--- src/rtl/multicycle_controller.sv ---
// Multicycle processor control unit: Moore FSM sequencing fetch/decode/execute
// plus the stored NZCV flags register and conditional-execution check.
module multicycle_controller (
    input  logic       clk,
    input  logic       rst_n,
    input  logic [3:0] cond,
    input  logic [1:0] op,
    input  logic [5:0] funct,
    input  logic [3:0] alu_flags,
    output logic       pc_write,
    output logic       ir_write,
    output logic       reg_write,
    output logic       mem_write,
    output logic       adr_src,
    output logic       alu_srcA,
    output logic [1:0] alu_srcB,
    output logic [2:0] alu_op,
    output logic [1:0] result_src,
    output logic [1:0] imm_src,
    output logic       reg_A2src,
    output logic [3:0] flags,
    output logic [3:0] state
);

    typedef enum logic [3:0] {
        S_FETCH    = 4'd0,
        S_DECODE   = 4'd1,
        S_MEMADR   = 4'd2,
        S_MEMREAD  = 4'd3,
        S_MEMWB    = 4'd4,
        S_MEMWRITE = 4'd5,
        S_EXECUTER = 4'd6,
        S_EXECUTEI = 4'd7,
        S_ALUWB    = 4'd8,
        S_BRANCH   = 4'd9
    } state_t;

    localparam logic [3:0] CMD_CMP = 4'b1010;

    state_t     r_state;
    state_t     w_next;
    logic [3:0] r_flags;

    logic       w_imm_bit;
    logic [3:0] w_cmd;
    logic       w_set_bit;
    logic       w_cond_base;
    logic       w_cond_ok;
    logic [2:0] w_cmd_aluop;
    logic       w_pc_write;
    logic       w_ir_write;
    logic       w_reg_write;
    logic       w_mem_write;

    assign w_imm_bit = funct[5];
    assign w_cmd     = funct[4:1];
    assign w_set_bit = funct[0];

    always_ff @(posedge clk or negedge rst_n) begin
        if (!rst_n) begin
            r_state <= S_FETCH;
        end else begin
            r_state <= w_next;
        end
    end

    // Flags only change at the end of an execute step that requested them.
    always_ff @(posedge clk or negedge rst_n) begin
        if (!rst_n) begin
            r_flags <= 4'b0000;
        end else if ((r_state == S_EXECUTER || r_state == S_EXECUTEI) &&
                     (w_set_bit || w_cmd == CMD_CMP)) begin
            r_flags <= alu_flags;
        end
    end

    // Odd condition codes are the complement of the even code below them.
    always_comb begin
        w_cond_base = 1'b1;
        case (cond[3:1])
            3'd0: w_cond_base = r_flags[2];
            3'd1: w_cond_base = r_flags[1];
            3'd2: w_cond_base = r_flags[3];
            3'd3: w_cond_base = r_flags[0];
            3'd4: w_cond_base = r_flags[1] & ~r_flags[2];
            3'd5: w_cond_base = (r_flags[3] == r_flags[0]);
            3'd6: w_cond_base = ~r_flags[2] & (r_flags[3] == r_flags[0]);
            default: w_cond_base = 1'b1;
        endcase
        w_cond_ok = cond[0] ? ~w_cond_base : w_cond_base;
    end

    always_comb begin
        w_cmd_aluop = 3'b000;
        case (w_cmd)
            4'b0100: w_cmd_aluop = 3'b000;
            4'b0010: w_cmd_aluop = 3'b001;
            4'b0000: w_cmd_aluop = 3'b010;
            4'b1100: w_cmd_aluop = 3'b011;
            4'b1010: w_cmd_aluop = 3'b001;
            4'b1101: w_cmd_aluop = 3'b100;
            default: w_cmd_aluop = 3'b000;
        endcase
    end

    always_comb begin
        w_next      = S_FETCH;
        w_pc_write  = 1'b0;
        w_ir_write  = 1'b0;
        w_reg_write = 1'b0;
        w_mem_write = 1'b0;
        adr_src     = 1'b0;
        alu_srcA    = 1'b0;
        alu_srcB    = 2'b00;
        alu_op      = 3'b000;
        result_src  = 2'b00;
        case (r_state)
            S_FETCH: begin
                w_ir_write = 1'b1;
                w_pc_write = 1'b1;
                alu_srcA   = 1'b1;
                alu_srcB   = 2'b10;
                result_src = 2'b10;
                w_next     = S_DECODE;
            end
            S_DECODE: begin
                alu_srcA = 1'b1;
                alu_srcB = 2'b10;
                if (!w_cond_ok) begin
                    w_next = S_FETCH;
                end else begin
                    case (op)
                        2'b01:   w_next = S_MEMADR;
                        2'b00:   w_next = w_imm_bit ? S_EXECUTEI : S_EXECUTER;
                        2'b10:   w_next = S_BRANCH;
                        default: w_next = S_FETCH;
                    endcase
                end
            end
            S_MEMADR: begin
                alu_srcB = 2'b01;
                w_next   = w_set_bit ? S_MEMREAD : S_MEMWRITE;
            end
            S_MEMREAD: begin
                adr_src = 1'b1;
                w_next  = S_MEMWB;
            end
            // Address stays on the ALU result register through write-back.
            S_MEMWB: begin
                adr_src     = 1'b1;
                result_src  = 2'b01;
                w_reg_write = 1'b1;
                w_next      = S_FETCH;
            end
            S_MEMWRITE: begin
                adr_src     = 1'b1;
                w_mem_write = 1'b1;
                w_next      = S_FETCH;
            end
            S_EXECUTER, S_EXECUTEI: begin
                alu_srcB = (r_state == S_EXECUTEI) ? 2'b01 : 2'b00;
                alu_op   = w_cmd_aluop;
                w_next   = (w_cmd == CMD_CMP) ? S_FETCH : S_ALUWB;
            end
            S_ALUWB: begin
                w_reg_write = 1'b1;
                w_next      = S_FETCH;
            end
            S_BRANCH: begin
                alu_srcB   = 2'b01;
                result_src = 2'b10;
                w_pc_write = 1'b1;
                w_next     = S_FETCH;
            end
            default: begin
                w_next = S_FETCH;
            end
        endcase
    end

    // Reset forces every write enable low even though FETCH would assert some.
    assign pc_write  = w_pc_write  & rst_n;
    assign ir_write  = w_ir_write  & rst_n;
    assign reg_write = w_reg_write & rst_n;
    assign mem_write = w_mem_write & rst_n;

    always_comb begin
        imm_src = 2'b00;
        case (op)
            2'b01:   imm_src = 2'b01;
            2'b10:   imm_src = 2'b10;
            default: imm_src = 2'b00;
        endcase
    end

    assign reg_A2src = (op == 2'b01) && !funct[0];
    assign flags     = r_flags;
    assign state     = r_state;

endmodule

--- config.mk ---
export PLATFORM = sky130hd
export DESIGN_NAME = multicycle_controller
export DESIGN_NICKNAME = d
export VERILOG_FILES = /design/src/rtl/multicycle_controller.sv
export SDC_FILE = /design/constraint.sdc
export NUM_CORES = 1
export LEC_CHECK = 0
export ABC_AREA = 0
export CORE_UTILIZATION = 36
export CTS_BUF_LIST = sky130_fd_sc_hd__clkbuf_16
export CTS_CLUSTER_DIAMETER = 30
export CTS_CLUSTER_SIZE = 28
export DETAILED_ROUTE_END_ITERATION = 6
export HOLD_SLACK_MARGIN = 0.03
export PLACE_DENSITY_LB_ADDON = 0.3
export SKIP_LAST_GASP = 1
export SLEW_MARGIN = 10
export SYNTH_ARGS = -nofsm -noshare
export SYNTH_HDL_FRONTEND = slang
export SYNTH_SLANG_ARGS = --single-unit
--- constraint.sdc ---
create_clock -name clk -period 1.7 [get_ports clk]
set_input_delay 0.34 -clock clk [delete_from_list [all_inputs] [get_ports clk]]
set_output_delay 0.34 -clock clk [all_outputs]
set_load 0.05 [all_outputs]
==> results.py, run 1 <==
metrics = {
    "floorplanning": {
        "fp.dieH_um": 45.2,
        "fp-row-count": 15,
        "die_w_um": 45.2,
        "io_pins": 42,
        "initial_core_util": 0.385,
    },
    "clocking": {
        "htreeDepth": 1,
        "postCtsSetupBuffers": 14,
        "holdBufCountCts": 0,
        "post_cts_resized": 34,
        "cts-root-buf": "clkbuf_16",
        "cts.sinks": 8,
        "cts_buffers": 3,
        "clk_path_buf_depth": 2,
    },
    "logic_synthesis": {
        "syn_inst": 73,
        "synth_area_leaders": "dfrtp_1 30%, mux2_2 10%, nor3_1 4.5%",
        "yosysTopAreaCellShare": 0.298,
        "synth_flop_cell": "dfrtp_1",
        "yosys_register_bits": 8,
        "ys_types": 32,
        "synth_area_um2": 672,
        "ys_seq_area_frac": 0.298,
        "synth_area_leader_cell": "dfrtp_1",
        "async_flop_share": 1.00,
        "yosysWarnings": 0,
        "synth_edf_count": 0,
        "syn_nets": 91,
        "synth.avg_cell_area_um2": 9.20,
    },
    "placed_design": {
        "numPortBuffers": 41,
        "hpwl_um": 2270,
        "gp_congestion": 0.836,
        "dpl_cell_area_mm2": 0.00159,
    },
    "run_status": {
        "tool.error": "[ERROR DPL-0038] Utilization greater than 100%, impossible to legalize",
        "stop_stage": "clock tree synthesis (4_1_cts)",
        "status": "did not finish",
    },
}
stage by stage:
stage | setup TNS [ns] | setup WS (ns) | cells | hold slack, ns
2_1_floorplan | -2.04 | -0.391 | 73 | 0.0444
3_3_place_gp | -2.13 | -0.324 | 157 | 0.549
3_5_place_dp | -2.94 | -0.476 | 157 | 0.542
cell families after synthesis:
group | synth area share
mux | 0.130
compound gates | 0.156
xor+xnor | 0.0764
buf+inv | 0.0354
flops | 0.298
simple gates | 0.304
synthesized netlist by cell type, types with 2 or more instances:
cell,instances
xor2_1,3
dfrtp_1,8
mux2_2,6
nand2b_1,4
inv_1,2
o22ai_1,2
a211oi_2,2
mux2i_1,2
nor2b_1,4
clkbuf_1,3
nand2_1,4
nor3_1,6
nor2_1,4
o211ai_1,2
nand3_1,3
o31ai_1,2
==> run 2, diff against run 1 <==
--- a/config.mk
+++ b/config.mk
@@ -6,13 +6,10 @@
 export NUM_CORES = 1
 export LEC_CHECK = 0
 export ABC_AREA = 0
-export CORE_UTILIZATION = 36
-export CTS_BUF_LIST = sky130_fd_sc_hd__clkbuf_16
-export CTS_CLUSTER_DIAMETER = 30
-export CTS_CLUSTER_SIZE = 28
+export CORE_AREA = 2 2 63 65
 export DETAILED_ROUTE_END_ITERATION = 6
-export HOLD_SLACK_MARGIN = 0.03
-export PLACE_DENSITY_LB_ADDON = 0.3
+export DIE_AREA = 0 0 65 67
+export PLACE_DENSITY_LB_ADDON = 0.15
 export SKIP_LAST_GASP = 1
 export SLEW_MARGIN = 10
 export SYNTH_ARGS = -nofsm -noshare
==> run 2 against run 1 <==
Effect of this change: the flow now finishes, with violations (negative setup slack); synthesized area stayed put; synthesized cell count stayed put.
==> results.py, run 2 <==
metrics = {
    "placed_design": {
        "hpwl_um": 1880,
        "numPortBuffers": 41,
        "pre_cts_ws_ns": -0.379,
        "gp_congestion": 0.703,
        "dpl_cell_area_mm2": 0.00164,
    },
    "run_status": {
        "status": "finished with violations",
        "violations": "negative setup slack",
    },
    "timing": {
        "setup_viol": 6,
        "finalMaxSlewViolations": 0,
        "finalHoldViolations": 0,
        "min_period_ns": 1.75,
        "tightest_slew_ns": 0.273,
        "period_share": 1.03,
        "rsz0062_at_grt": "true",
        "slew-limit-headroom": 0.816,
        "max_freq_ghz": 0.571,
        "setup_slack_ns": -0.0505,
        "fin_worst_skew_ns": 0.00757,
    },
    "floorplanning": {
        "die_w_um": 65,
        "core_mm2": 0.00361,
        "dieArea_mm2": 0.00436,
        "io_pins": 42,
        "fp.dieH_um": 67,
        "initial_core_util": 0.186,
        "fp-row-count": 22,
    },
    "logic_synthesis": {
        "synth_most_common_cell": "dfrtp_1",
        "syn_nets": 91,
        "synth_area_um2": 672,
        "synth_area_leaders": "dfrtp_1 30%, mux2_2 10%, nor3_1 4.5%",
        "syn_inst": 73,
        "ys_seq_area_frac": 0.298,
        "synth_flop_cell": "dfrtp_1",
        "synth_commonest_cells": "8 x dfrtp_1, 6 x mux2_2, 6 x nor3_1",
        "ys_types": 32,
        "yosysWarnings": 0,
        "yosys_register_bits": 8,
        "synth_area_leader_cell": "dfrtp_1",
        "synth_edf_count": 0,
        "synth.avg_cell_area_um2": 9.20,
        "yosysTopAreaCellShare": 0.298,
        "async_flop_share": 1.00,
    },
    "clocking": {
        "cts-root-buf": "clkbuf_8",
        "htreeDepth": 1,
        "cts.clk_slew.worst_paths_ns": 0.05,
        "cts_buffers": 3,
        "cts_tree": "done",
        "cts.sinks": 8,
        "clk_path_buf_depth": 2,
        "clk_latency_ns": 0.23,
    },
    "drt": {
        "ant_nets": 0,
        "drt_first_iter_violations": 27,
        "firstDrtPassIters": 6,
        "vias_per_cell": 4.27,
        "routedWlPerCell_um": 12.1,
        "vias": 863,
        "drcViolationCount": 0,
        "wirelength_um": 2440,
    },
    "global_routing": {
        "globalRouteTotalUtil": 0.122,
        "antenna_found_initial": 0,
        "grt_max_degree": 9,
        "grt_pass1_wl_um": 4150,
        "grt_pass1_vias": 894,
        "grt_overflow": 0,
    },
    "critical_path": {
        "start_kind": "flop",
        "required_ns": 1.36,
        "cp_max_fo": 7,
        "cp-end-kind": "output pin",
        "critical_path.max_stage_delay_ns": 0.47,
        "criticalPathCategory": "reg2out",
        "slowest_stage": "dfrtp_2",
        "critical_path.cell_chain": "nor2b_4 -> nand2_4 -> nor4_4 -> buf_12",
        "path_delay_family": "simple AND/OR/NAND/NOR gates",
        "cp.arrival_ns": 1.41,
        "crit_buf_inv": 1,
    },
    "finish": {
        "design_area_mm2": 0.00189,
        "layout-drive-gt1-share": 0.708,
        "layout_common_cells": "37 x buf_4, 20 x buf_12, 11 x clkdlybuf4s50_1, 6 x nor3_4, 6 x buf_6",
        "final_common_cell": "buf_4",
        "insertedDiodeCount": 0,
        "nNetsFinal": 173,
        "syn_to_final_growth_pct": 181,
    },
    "pwr": {
        "leakagePower_uw": 0.000842,
        "power.density_mw_per_mm2": 1810,
        "ir_drop_mv": 0.462,
    },
    "hold_path": {
        "hp-class": "in2async",
    },
    "run": {
        "maxCapViolations": 0,
    },
}
==> run 2: final cells by class <==
cell class                 count  area, µm²
sequential                     8        206
inverter                       2       7.51
tap                           48       60.1
multi-input combinational     59        643
fill                         330       1720
timing repair buffer          81        925
clock buffer                   4       45.0
==> run 2: metrics by stage <==
stage          instances  utilization  power (µW)  setup TNS (ns)  hold slack, ns
3_3_place_gp         183        0.454        2810           -2.60           0.546
4_1_cts              199        0.502        3300          -0.307           0.389
3_5_place_dp         183        0.454        2820           -2.71           0.551
5_1_grt              202        0.523        3590          -0.623           0.392
6_report             202        0.523        3420          -0.128           0.388
2_1_floorplan         73            -        1780           -2.04          0.0444
==> run 2: power by group <==
group | internal (µW) | total [µW] | leakage [µW] | switching, µW
clock network | 163 | 240 | 0.0000228 | 77.0
logic | 1350 | 2750 | 0.000721 | 1400
registers | 284 | 426 | 0.0000991 | 142
total | 1800 | 3420 | 0.000842 | 1620
==> run 2: logic make-up (layout without fill, tap and decap cells) <==
family          count (synthesis)  after routing  synth area share
mux                             8              8             0.130
compound gates                 11             11             0.156
xor+xnor                        5              5            0.0764
flops                           8              8             0.298
simple gates                   35             35             0.304
buf+inv                         6             87            0.0354
==> run 2: timing repair <==
action,CTS,global route
resized for setup,14,18
pin swaps,11,13
hold buffers,0,0
buffers inserted,12,3
setup endpoints to repair,14,17
==> run 2: worst paths after layout <==
kind                                 startpoint                    to  slack [ns]  depth (start not counted)
max in group asynchronous                 rst_n  flags[2]$_DFFE_PN0P_        1.02                          3
min reg2reg                flags[1]$_DFFE_PN0P_  flags[1]$_DFFE_PN0P_        0.55                          1
max reg2reg                flags[2]$_DFFE_PN0P_    state[3]$_DFF_PN0_        0.10                          5
max                          state[3]$_DFF_PN0_             alu_op[1]       -0.05                          4
min in group clk           flags[1]$_DFFE_PN0P_  flags[1]$_DFFE_PN0P_        0.55                          1
min                                       rst_n    state[3]$_DFF_PN0_        0.39                          2
==> run 2: routing by layer <==
metal,vias up,track usage,routed length [µm]
li1,426,-,-
met1,406,0.165,1140
met2,27,0.196,1130
met3,4,0.0186,135
met4,0,0.0399,28
met5,-,0,0
No activity file was read; power rests on OpenSTA's default activity.
